==> config.mk <==
export PLATFORM = sky130hd
export DESIGN_NAME = stream_downsizer
export DESIGN_NICKNAME = d
export VERILOG_FILES = /design/src/rtl/stream_downsizer.sv
export SDC_FILE = /design/constraint.sdc
export NUM_CORES = 1
export LEC_CHECK = 0
export ABC_CLOCK_PERIOD_IN_PS = 1700
export BUFFER_PORTS_ARGS = -buffer_cell sky130_fd_sc_hd__buf_4
export CORE_MARGIN = 3
export CORE_UTILIZATION = 48
export DETAILED_ROUTE_END_ITERATION = 16
export PLACE_DENSITY_LB_ADDON = 0.15
export SLEW_MARGIN = 40
export SYNTH_ARGS = -nofsm -noshare
export SYNTH_HDL_FRONTEND = slang
export SYNTH_SLANG_ARGS = --single-unit
==> constraint.sdc <==
create_clock -name clk -period 1.7 [get_ports clk]
set_clock_uncertainty 0.2 [all_clocks]
set_input_delay 0.34 -clock clk [delete_from_list [all_inputs] [get_ports clk]]
set_output_delay 0.34 -clock clk [all_outputs]
set_load 0.01 [all_outputs]
==> src/rtl/stream_downsizer.sv <==
// Wide-to-narrow stream width converter: accepts IN_WIDTH words and replays each
// as R = IN_WIDTH/OUT_WIDTH beats with a last-beat flag, one beat per cycle.
module stream_downsizer #(
  parameter int IN_WIDTH  = 32,
  parameter int OUT_WIDTH = 8,
  parameter bit MSB_FIRST = 1'b0
) (
  input  logic                 clk,
  input  logic                 rst,
  input  logic [IN_WIDTH-1:0]  IN_data,
  input  logic                 IN_valid,
  output logic                 OUT_ready,
  output logic [OUT_WIDTH-1:0] OUT_data,
  output logic                 OUT_valid,
  output logic                 OUT_last,
  input  logic                 IN_ready
);

  localparam int R  = IN_WIDTH / OUT_WIDTH;
  localparam int CW = (R > 1) ? $clog2(R) : 1;
  localparam logic [CW-1:0] LAST_CNT = CW'(R - 1);

  typedef enum logic {EMPTY, SENDING} state_t;

  state_t                state_q, state_d;
  logic [IN_WIDTH-1:0]   hold_q, hold_d;
  logic [CW-1:0]         cnt_q, cnt_d;
  logic [OUT_WIDTH-1:0]  slice [R];
  logic [OUT_WIDTH-1:0]  beat_data;
  logic                  word_acc;

  // Slice k of the held word is beat k, in the configured emission order.
  for (genvar gi = 0; gi < R; gi++) begin : g_slice
    if (MSB_FIRST) begin : g_msb
      assign slice[gi] = hold_q[(R-1-gi)*OUT_WIDTH +: OUT_WIDTH];
    end else begin : g_lsb
      assign slice[gi] = hold_q[gi*OUT_WIDTH +: OUT_WIDTH];
    end
  end

  always_comb begin
    beat_data = '0;
    for (int k = 0; k < R; k++) begin
      if (cnt_q == CW'(k)) beat_data = slice[k];
    end
  end

  assign OUT_data  = beat_data;
  assign OUT_valid = (state_q == SENDING);
  assign OUT_last  = OUT_valid && (cnt_q == LAST_CNT);
  // Ready depends only on registered state and IN_ready, never on IN_valid.
  assign OUT_ready = !OUT_valid || (IN_ready && OUT_last);
  assign word_acc  = IN_valid && OUT_ready;

  always_comb begin
    state_d = state_q;
    hold_d  = hold_q;
    cnt_d   = cnt_q;
    case (state_q)
      EMPTY: begin
        if (word_acc) begin
          hold_d  = IN_data;
          cnt_d   = '0;
          state_d = SENDING;
        end
      end
      SENDING: begin
        if (IN_ready) begin
          if (cnt_q == LAST_CNT) begin
            if (word_acc) begin
              hold_d = IN_data;
              cnt_d  = '0;
            end else begin
              cnt_d   = '0;
              state_d = EMPTY;
            end
          end else begin
            cnt_d = cnt_q + CW'(1);
          end
        end
      end
      default: state_d = EMPTY;
    endcase
  end

  always_ff @(posedge clk) begin
    if (rst) begin
      state_q <= EMPTY;
      hold_q  <= '0;
      cnt_q   <= '0;
    end else begin
      state_q <= state_d;
      hold_q  <= hold_d;
      cnt_q   <= cnt_d;
    end
  end

endmodule

Yosys cells after proc, flatten, opt, wreduce, memory -nomap -nowiden
Cells that the tools add are included.
{ "word_totals": {"ff_bits": 35, "out_inout_bits": 11, "word_cells": 35} }
{ "op_classes": {"add_sub_neg": 1, "n_eq_ne": 6, "mux": 16, "bitwise_logic": 1, "reduce_logical": 8} }
{ "op_table": {"columns": ["operator", "count"], "rows": [
  ["$mux 32", 3],
  ["$pmux 32 s2", 1],
  ["$mux 8", 4],
  ["$mux 2", 3],
  ["$eq 2x2->1 const B", 2],
  ["$ne 2x2->1 const B", 2],
  ["$pmux 2 s2", 1],
  ["$reduce_and 2->1", 2],
  ["$logic_and 1x1->1", 3],
  ["$mux 1", 3],
  ["$add 2x1->2 const B", 1],
  ["$eq 2x1->1 const B", 1],
  ["$logic_not 2->1", 1],
  ["$ne 2x1->1 const B", 1],
  ["$pmux 1 s2", 1],
  ["$logic_not 1->1", 1],
  ["$logic_or 1x1->1", 1],
  ["$not 1->1", 1]
]} }

Depth between registers and ports, before layout
Gate-level depths: netlist of run 1.
{ "depth": {"depth_word": 9, "depth_mapped": 7, "mapped_depth_nobuf": 5} }

Worst setup path after synthesis of run 1
No wires, ideal clock.
{ "synth_path": {"path_kind": "register to output", "from": "register cnt_q[0]", "to": "output OUT_data[3]", "arrival_time_ns": 1.317, "required_ns": 1.160, "setup_slack_ns": -0.157, "stages_incl_launch_ff": 8, "path_buffers": 2, "cell_sequence": "dfxtp_1 inv_1 ha_1 clkbuf_1 buf_2 a21oi_1 o21ai_0 a22o_1"} }
{ "synth_via": {"elab_chain_len": 5, "elab_cells_between_ends": 8, "classes_between": "eq/ne (3); mux (4); reduce/logical (1)"} }
{ "synth_lines": {"columns": ["element", "line", "source"], "rows": [
  ["from (decl)", "27", "logic [CW-1:0] cnt_q, cnt_d;"],
  ["from (signal assigned)", "94", "cnt_q <= cnt_d;"],
  ["$logic_not 2->1", "44", "if (cnt_q == CW'(k)) beat_data = slice[k];"],
  ["$mux 8 (3 in a row)", "44", null],
  ["$mux 8 (*)", "44", null],
  ["to (decl)", "13", "output logic [OUT_WIDTH-1:0] OUT_data,"]
]} }
Mark *: on every way between the ends. The rest lies on a longest branch, timed or not.

Final worst setup path of run 1
{ "layout_path": {"from": "register cnt_q[1]", "to": "output OUT_data[5]"} }
The elaborated chain is that of the path after synthesis.

==> impl_metrics.toml, run 1 <==
[timing]
setup_tns_ns = -8.40
layout_setup_ws_ns = -0.368
max_slew.worst_pin.slew_ns = 0.437
period_minus_slack_ns = 2.07
holdWs_ns = 0.104
setup_viol = 42
rsz0062_at_grt = "yes"
slew-limit-headroom = 0.709
period_share = 1.22
hold_viol = 0
fmax_mhz = 483
finalMaxSlewViolations = 0

[power]
powerDensity_nw_per_um2 = 700
totalPowerFinal_mw = 1.81
vdd_drop_max_uv = 524
leakage_nw = 1.09

[setup_path]
crit_buf_inv = 3
path_max_fanout = 6
path_delay_family = "buffers and inverters"
required_ns = 1.16
cp-start-kind = "flop"
crit_chain = "buf_6, ha_4, buf_6, a21oi_2, o21ai_1, a22o_1, buf_6"
cp_common_cell = "buf_6"
max_stage_delay_ns = 0.35
cp_slowest_cell = "dfxtp_4"
setup.worst_path.class = "reg -> out"
critPathArrivalTime_ns = 1.53
end_kind = "primary output"

[place]
place.port_buffers = 46
place_hpwl_mm = 2.75
place_ws_ns = -0.187
gp_congestion = 0.790

[clock_network]
insertion_delay_ns = 0.27
clock-sinks = 35
cts_tree = "built"
cts_root_buffer = "clkbuf_8"
cts_hold_buf = 0
clk_path_buf_depth = 2
cts_inserted_buffers = 5
h-tree-depth = 2
clk_pin_slew_ns = 0.06

[die]
chipWidth_um = 69.5
initial_core_util = 0.513
coreArea_sq_um = 3770
fp.dieArea_sq_um = 4830
die_h_um = 69.5
rows = 22
ios = 47

[global_route]
grt_pass1_vias = 1490
grt_pass1_wl_mm = 6.79
antenna_found_initial = 0
grt_max_degree = 68
overflow = 0
grt_usage = 0.173

[final_layout]
nets = 307
areaGrowthSynthToFinish_pct = 33.5
drive_above_1_share = 0.320
antenna_cells = 0
fin_util = 0.685

[hold_path]
hold_class = "in -> reg"

[outcome]
status = "finished, violations left"
violations = "negative setup slack"

[yosys]
yosysTopAreaCell = "dfxtp_1"
synth_top_area_share = 0.362
synth_area_leaders = "dfxtp_1, nand2b_1, mux2i_1"
syn_area_sq_um = 1930
yosysWarnings = 0
synthCells = 214
ys_seq_area_frac = 0.362
yosysUniqueCellTypes = 20
synth_nets = 254
syn_area_per_cell_sq_um = 9.04
yosys_register_bits = 35

[route]
firstDrtPassIters = 4
finalWirelength_mm = 4.05
drtAntennaViolNets = 0
wl_per_cell_um = 12.9
drt_iter0_markers = 62
routed-via-count = 1545
route.detailed.drc = 0
via_per_inst = 4.92

[flow_run]
drv_cap = 0
[repair_timing]
action	4_1_cts	5_1_grt
setup buffers	6	4
hold endpoints to repair	0	0
setup endpoints to repair	19	42
cloned	2	0
gates resized for setup	28	3
pin swaps	6	0
[cell type report]
class / instances / area [sq um]
flip-flops and latches: 35 / 708
well taps: 48 / 60.1
clock buffers: 6 / 72.6
multi-input cells: 151 / 1130
fillers: 321 / 1190
inverters: 11 / 41.3
repair buffers: 63 / 573
[per-layer routing]
metal  routed length, um  track usage  share of wire
met1                1880        0.237           0.46
met2                1900        0.270           0.47
met3                 233       0.0420          0.058
met4                  27       0.0456         0.0067
met5                   0            0              0
[path summary, 6_finish.rpt]
kind	startpoint	endpoint	slack, ns	cells past startpoint
worst max-delay path	cnt_q[1]	OUT_data[5]	-0.37	7
worst min-delay path	IN_valid	OUT_valid	0.10	3
worst max register to register	cnt_q[1]	hold_q[6]	-0.20	9
worst min register to register	hold_q[21]	hold_q[21]	0.28	2
[power breakdown]
group | total (mW) | internal [mW] | leakage, nW | switching, mW
sequential | 0.905 | 0.870 | 0.289 | 0.0346
clock | 0.529 | 0.273 | 0.0371 | 0.257
combinational | 0.373 | 0.225 | 0.763 | 0.148
total | 1.81 | 1.37 | 1.09 | 0.439
[cells by family after synthesis]
kind of cell    Yosys count  synth area share
buf+inv                  28            0.0847
mux                      33             0.171
flops                    35             0.362
simple gates             79             0.241
compound gates           35             0.115
fa+ha+maj                 4            0.0259
[registers in the layout, indices dropped and copies added, names as in the netlist]
name and cells:
hold_q 32, cnt_q 2, OUT_valid 1
[synth_stat cells, drive strengths merged]
library cell  instances
a21boi                1
a21oi                17
a22o                  8
a32oi                 1
and2                  1
buf                   7
clkbuf               10
dfxtp                35
ha                    4
inv                  11
mux2i                33
nand2                 9
nand2b               64
nand3                 1
nor2                  3
nor2b                 1
o21ai                 8
[per-stage QoR]
step / cell area, sq um / cells
CTS: 2560 / 310
detailed placement: 2310 / 296
global placement: 2310 / 296
finish: 2580 / 314
global route: 2580 / 314
floorplan: 1980 / 214
[placed cells by master, fill, tap and decap left out, drive strengths merged]
master | synthesis | final
nor2b | 1 | 1
nand2b | 64 | 64
a32oi | 1 | 1
nand3 | 1 | 1
and2 | 1 | 1
a21oi | 17 | 17
a22o | 8 | 8
dfxtp | 35 | 35
clkbuf | 10 | 6
inv | 11 | 11
nor2 | 3 | 3
o21ai | 8 | 8
ha | 4 | 4
mux2i | 33 | 33
nand2 | 9 | 9
buf | 7 | 63
a21boi | 1 | 1
[worst min-delay path, stage by stage]
cell,delay [ns]
buf_4,0.09
nor2_1,0.04
nor2_1,0.07
Note: power is estimated with default switching activity, not from simulation.
==> inputs of run 2 (changes only) <==
--- a/config.mk
+++ b/config.mk
@@ -7,6 +7,8 @@
 export LEC_CHECK = 0
 export ABC_CLOCK_PERIOD_IN_PS = 1700
 export BUFFER_PORTS_ARGS = -buffer_cell sky130_fd_sc_hd__buf_4
+export CAP_MARGIN = 10
+export CORE_ASPECT_RATIO = 0.7
 export CORE_MARGIN = 3
 export CORE_UTILIZATION = 48
 export DETAILED_ROUTE_END_ITERATION = 16
==> impl_metrics.toml, run 2 (synthesis gave the netlist of run 1 again) <==
[outcome]
status = "finished, violations left"
violations = "negative setup slack"

[die]
fp.dieArea_sq_um = 4840
rows = 18
chipWidth_um = 81.9
ios = 47
initial_core_util = 0.524
coreArea_sq_um = 3690
die_h_um = 59.1

[setup_path]
rr_startpoint = "cnt_q[0]"
cp-start-kind = "flop"
required_ns = 1.16
r2r_cells = 7
end_kind = "primary output"
cp_slowest_cell = "dfxtp_4"
worstSetupStartpoint = "cnt_q[0]"
path_delay_family = "compound AO/OA/AOI/OAI gates"
critPathArrivalTime_ns = 1.56
max_stage_delay_ns = 0.38
crit_buf_inv = 2
cp_num_cells = 6
setup.worst_path.class = "reg -> out"
crit_chain = "inv_2, ha_4, a21oi_1, o21ai_1, a22o_1, buf_4"
path_max_fanout = 16

[route]
firstDrtPassIters = 4
route.detailed.drc = 0
routed-via-count = 1520
via_per_inst = 4.92
drt_iter0_markers = 75
drtAntennaViolNets = 0
wl_per_cell_um = 13.3
finalWirelength_mm = 4.10

[clock_network]
h-tree-depth = 2
cts_root_buffer = "clkbuf_8"
cts_tree = "built"
clk_pin_slew_ns = 0.07
clock-sinks = 35
cts_inserted_buffers = 5
clk_path_buf_depth = 2
insertion_delay_ns = 0.28

[final_layout]
drive_above_1_share = 0.297
final_cell_mix = "nand2b_1, buf_4, dfxtp_1, mux2i_1, a21oi_1"
areaGrowthSynthToFinish_pct = 29.2
largest_register_ffs = 32
antenna_cells = 0
fin_area_sq_um = 2500
top_register = "hold_q"
final_common_cell = "nand2b_1"
nets = 298
finalNonFillerCells = 309
fin_util = 0.676

[timing]
slew-limit-headroom = 0.704
setup_viol = 42
period_minus_slack_ns = 2.10
finalMaxSlewViolations = 0
fmax_mhz = 477
holdWs_ns = 0.0820
rsz0062_at_grt = "yes"
hold_viol = 0
max_slew.worst_pin.slew_ns = 0.444
layout_setup_ws_ns = -0.397
setup_tns_ns = -6.68
period_share = 1.23

[place]
place_hpwl_mm = 2.81
gp_congestion = 0.768
place.port_buffers = 46
place_area_sq_um = 2310
place_ws_ns = -0.151
dpl.cell_count = 298

[global_route]
grt_max_degree = 68
antenna_found_initial = 0
grt_usage = 0.180
grt_pass1_wl_mm = 6.55
grt_pass1_vias = 1393
overflow = 0

[hold_path]
hp-start = "IN_valid"
hold_class = "in -> reg"
worstHoldPathCells = 3

[power]
leakage_nw = 1.05
powerDensity_nw_per_um2 = 731
totalPowerFinal_mw = 1.83
vdd_drop_max_uv = 422

[flow_run]
drv_cap = 0
run 2: final cells by class:
cell class                 instances  area (sq um)
fill                             314          1190
timing repair buffer              54           472
clock buffer                       5          68.8
multi-input combinational        151          1130
inverter                          11          41.3
clock inverter                     3          15.0
sequential                        35           708
tap                               50          62.6
run 2: path summary, 6_finish.rpt:
path	slack, ns	to
setup / recovery	-0.40	OUT_data[2]
hold / removal	0.08	OUT_valid
setup reg to reg	-0.20	hold_q[14]
hold reg to reg	0.27	hold_q[16]
run 2: report_power, final:
part / total (mW) / internal (mW) / switching [mW] / leakage (nW)
Clock: 0.568 / 0.280 / 0.289 / 0.0477
Combinational: 0.351 / 0.209 / 0.142 / 0.714
Sequential: 0.907 / 0.870 / 0.0370 / 0.289
run 2: routing by layer:
metal	GRT usage	vias to the layer above	share of wire
met5	0	-	0
met4	0.0687	0	0.017
met3	0.0426	7	0.060
met2	0.252	40	0.44
met1	0.264	688	0.48
li1	-	785	-
run 2: timing repair:
item	4_1_cts	5_1_grt
cloned	1	0
resized for setup	16	3
hold buffers	0	0
endpoints found under the setup margin	14	36
setup buffers	1	1
pin swaps	1	3
run 2: tightest hold or removal path: stages:
cell	delay [ns]
buf_4	0.09
nor2_1	0.04
nor2_1	0.07
==> inputs of run 3 (changes only) <==
--- a/config.mk
+++ b/config.mk
@@ -5,6 +5,7 @@
 export SDC_FILE = /design/constraint.sdc
 export NUM_CORES = 1
 export LEC_CHECK = 0
+export ABC_AREA = 1
 export ABC_CLOCK_PERIOD_IN_PS = 1700
 export BUFFER_PORTS_ARGS = -buffer_cell sky130_fd_sc_hd__buf_4
 export CAP_MARGIN = 10
==> impl_metrics.toml, run 3 <==
[final_layout]
final_common_cell = "nand2_1"
fill_cells = 245
antenna_cells = 0
regArea_sq_um = 706
finalNonFillerCells = 410
drive_above_1_share = 0.406
top_register = "hold_q"
nets = 399
final_cell_mix = "nand2_1, buf_4, nor2_1"
largest_register_ffs = 32
areaGrowthSynthToFinish_pct = 52.8
multiInputGateArea_sq_um = 1270

[setup_path]
critPathArrivalTime_ns = 1.67
required_ns = 1.16
cp-start-kind = "flop"
cp_slowest_cell = "dfxtp_2"
path_delay_family = "flip-flops"
path_max_fanout = 9
setup.worst_path.class = "reg -> out"
cp_common_cell = "nand2_1"
crit_buf_inv = 2
max_stage_delay_ns = 0.37
crit_chain = "inv_2, ha_4, a21oi_1, nand2_1, nand2_1, nand2_1, buf_4"
end_kind = "primary output"

[global_route]
antenna_found_initial = 0
grt_pass1_wl_mm = 8.27
overflow = 0
grt_usage = 0.224
grt_max_degree = 42
grt_pass1_vias = 1743

[clock_network]
cts_root_buffer = "clkbuf_8"
cts_hold_buf = 0
clk_pin_slew_ns = 0.08
h-tree-depth = 2
cts_tree = "built"
insertion_delay_ns = 0.30
clk_path_buf_depth = 2
cts_inserted_buffers = 5
clock-sinks = 35

[yosys]
synth_nets = 346
synth_top_area_share = 0.355
synth_flop_cell = "dfxtp_1"
yosys_register_bits = 35
synth_edf_count = 0
yosysUniqueCellTypes = 13
syn_area_sq_um = 1970
yosysMostFrequentCell = "nand2_1"
synthArstFlopShare = 0
yosysTopAreaCell = "dfxtp_1"
yosys-top-cells-count = "nand2_1, nor2_1, a21oi_1"
synth_area_leaders = "dfxtp_1, nand2_1, a21oi_1"
ys_seq_area_frac = 0.355
synthCells = 306
syn_area_per_cell_sq_um = 6.45
yosysWarnings = 0

[route]
route.detailed.drc = 0
wl_per_cell_um = 17.0
routed-via-count = 2227
firstDrtPassIters = 5
drt_iter0_markers = 220
drtAntennaViolNets = 0
via_per_inst = 5.43
finalWirelength_mm = 6.99

[die]
coreArea_sq_um = 3740
ios = 47
fp.dieArea_sq_um = 4930
die_h_um = 59.7
chipWidth_um = 82.7
rows = 18
initial_core_util = 0.528

[outcome]
status = "finished, violations left"
violations = "negative setup slack"

[power]
powerDensity_nw_per_um2 = 745
vdd_drop_max_uv = 565
leakage_nw = 1.50

[place]
place_hpwl_mm = 3.22
place.port_buffers = 46
gp_congestion = 0.842
dpl.cell_count = 391

[hold_path]
hold_class = "in -> reg"

[timing]
layout_setup_ws_ns = -0.512
setup_viol = 42
max_slew.worst_pin.slew_ns = 0.567
finalMaxSlewViolations = 0
slew-limit-headroom = 0.622
period_minus_slack_ns = 2.21
hold_viol = 0
period_share = 1.30
setup_tns_ns = -5.17
rsz0062_at_grt = "yes"
fmax_mhz = 452

[flow_run]
drv_cap = 0
==> run 3: area by class of cell <==
type,count,share of cell area
clock buffer,8,0.0332
inverter,40,0.0539
multi-input combinational,209,0.420
sequential,35,0.234
tap,50,0.0207
timing repair buffer,68,0.238
==> run 3: logic make-up (layout without fill, tap and decap cells) <==
logic type,after synthesis,after routing,share of synthesized area
AND/OR/NAND/NOR,162,162,0.362
adder cells (fa/ha/maj),4,4,0.0253
AO/OA/AOI/OAI,43,43,0.109
flip-flops,35,35,0.355
buffers and inverters,62,116,0.148
==> run 3: worst reg2reg max path, stage by stage, from the launching register on <==
cell	delay, ns
dfxtp_2	0.35
buf_4	0.15
ha_4	0.17
buf_6	0.12
nand2_4	0.08
nand2_8	0.07
buf_12	0.17
clkbuf_16	0.16
a21oi_2	0.15
nor2_1	0.07
==> run 3: what timing repair did <==
action | in CTS | in global routing
pin swaps | 6 | 12
cloned | 1 | 6
gates resized for setup | 37 | 48
setup buffers | 4 | 0
setup endpoints to repair | 39 | 42
==> run 3: final timing paths <==
path	depth (start not counted)	endpoint	startpoint	slack, ns
setup / recovery	7	OUT_data[4]	cnt_q[1]	-0.51
setup reg to reg	9	hold_q[12]	cnt_q[1]	-0.11
hold reg to reg	2	hold_q[27]	hold_q[27]	0.29
hold / removal	2	cnt_q[1]	rst	0.02
==> run 3: where the power goes <==
part / internal (mW) / switching, mW
logic: 0.305 / 0.311
clock network: 0.370 / 0.307
registers: 0.884 / 0.0689
total: 1.56 / 0.687
==> run 3: per-layer routing <==
| metal | wire [um] | vias to the layer above | part of all wire | global-route usage |
|---|---|---|---|---|
| li1 | - | 1053 | - | - |
| met1 | 2820 | 992 | 0.40 | 0.309 |
| met2 | 3180 | 147 | 0.45 | 0.347 |
| met3 | 664 | 35 | 0.095 | 0.0497 |
| met4 | 323 | 0 | 0.046 | 0.0769 |
| met5 | 0 | - | 0 | 0 |
==> run 3: metrics by stage <==
step	util	total power, mW	hold WS, ns	instance area [sq um]	worst slack (ns)
6_report	0.807	2.25	0.0172	3020	-0.512
5_1_grt	0.807	2.32	0.0191	3020	-0.495
4_1_cts	0.718	2.07	0.0159	2690	-0.268
3_5_place_dp	0.638	1.37	0.270	2380	-0.149
3_3_place_gp	0.638	1.36	0.262	2380	-0.118
2_1_floorplan	-	1.20	0.209	1970	0.0170
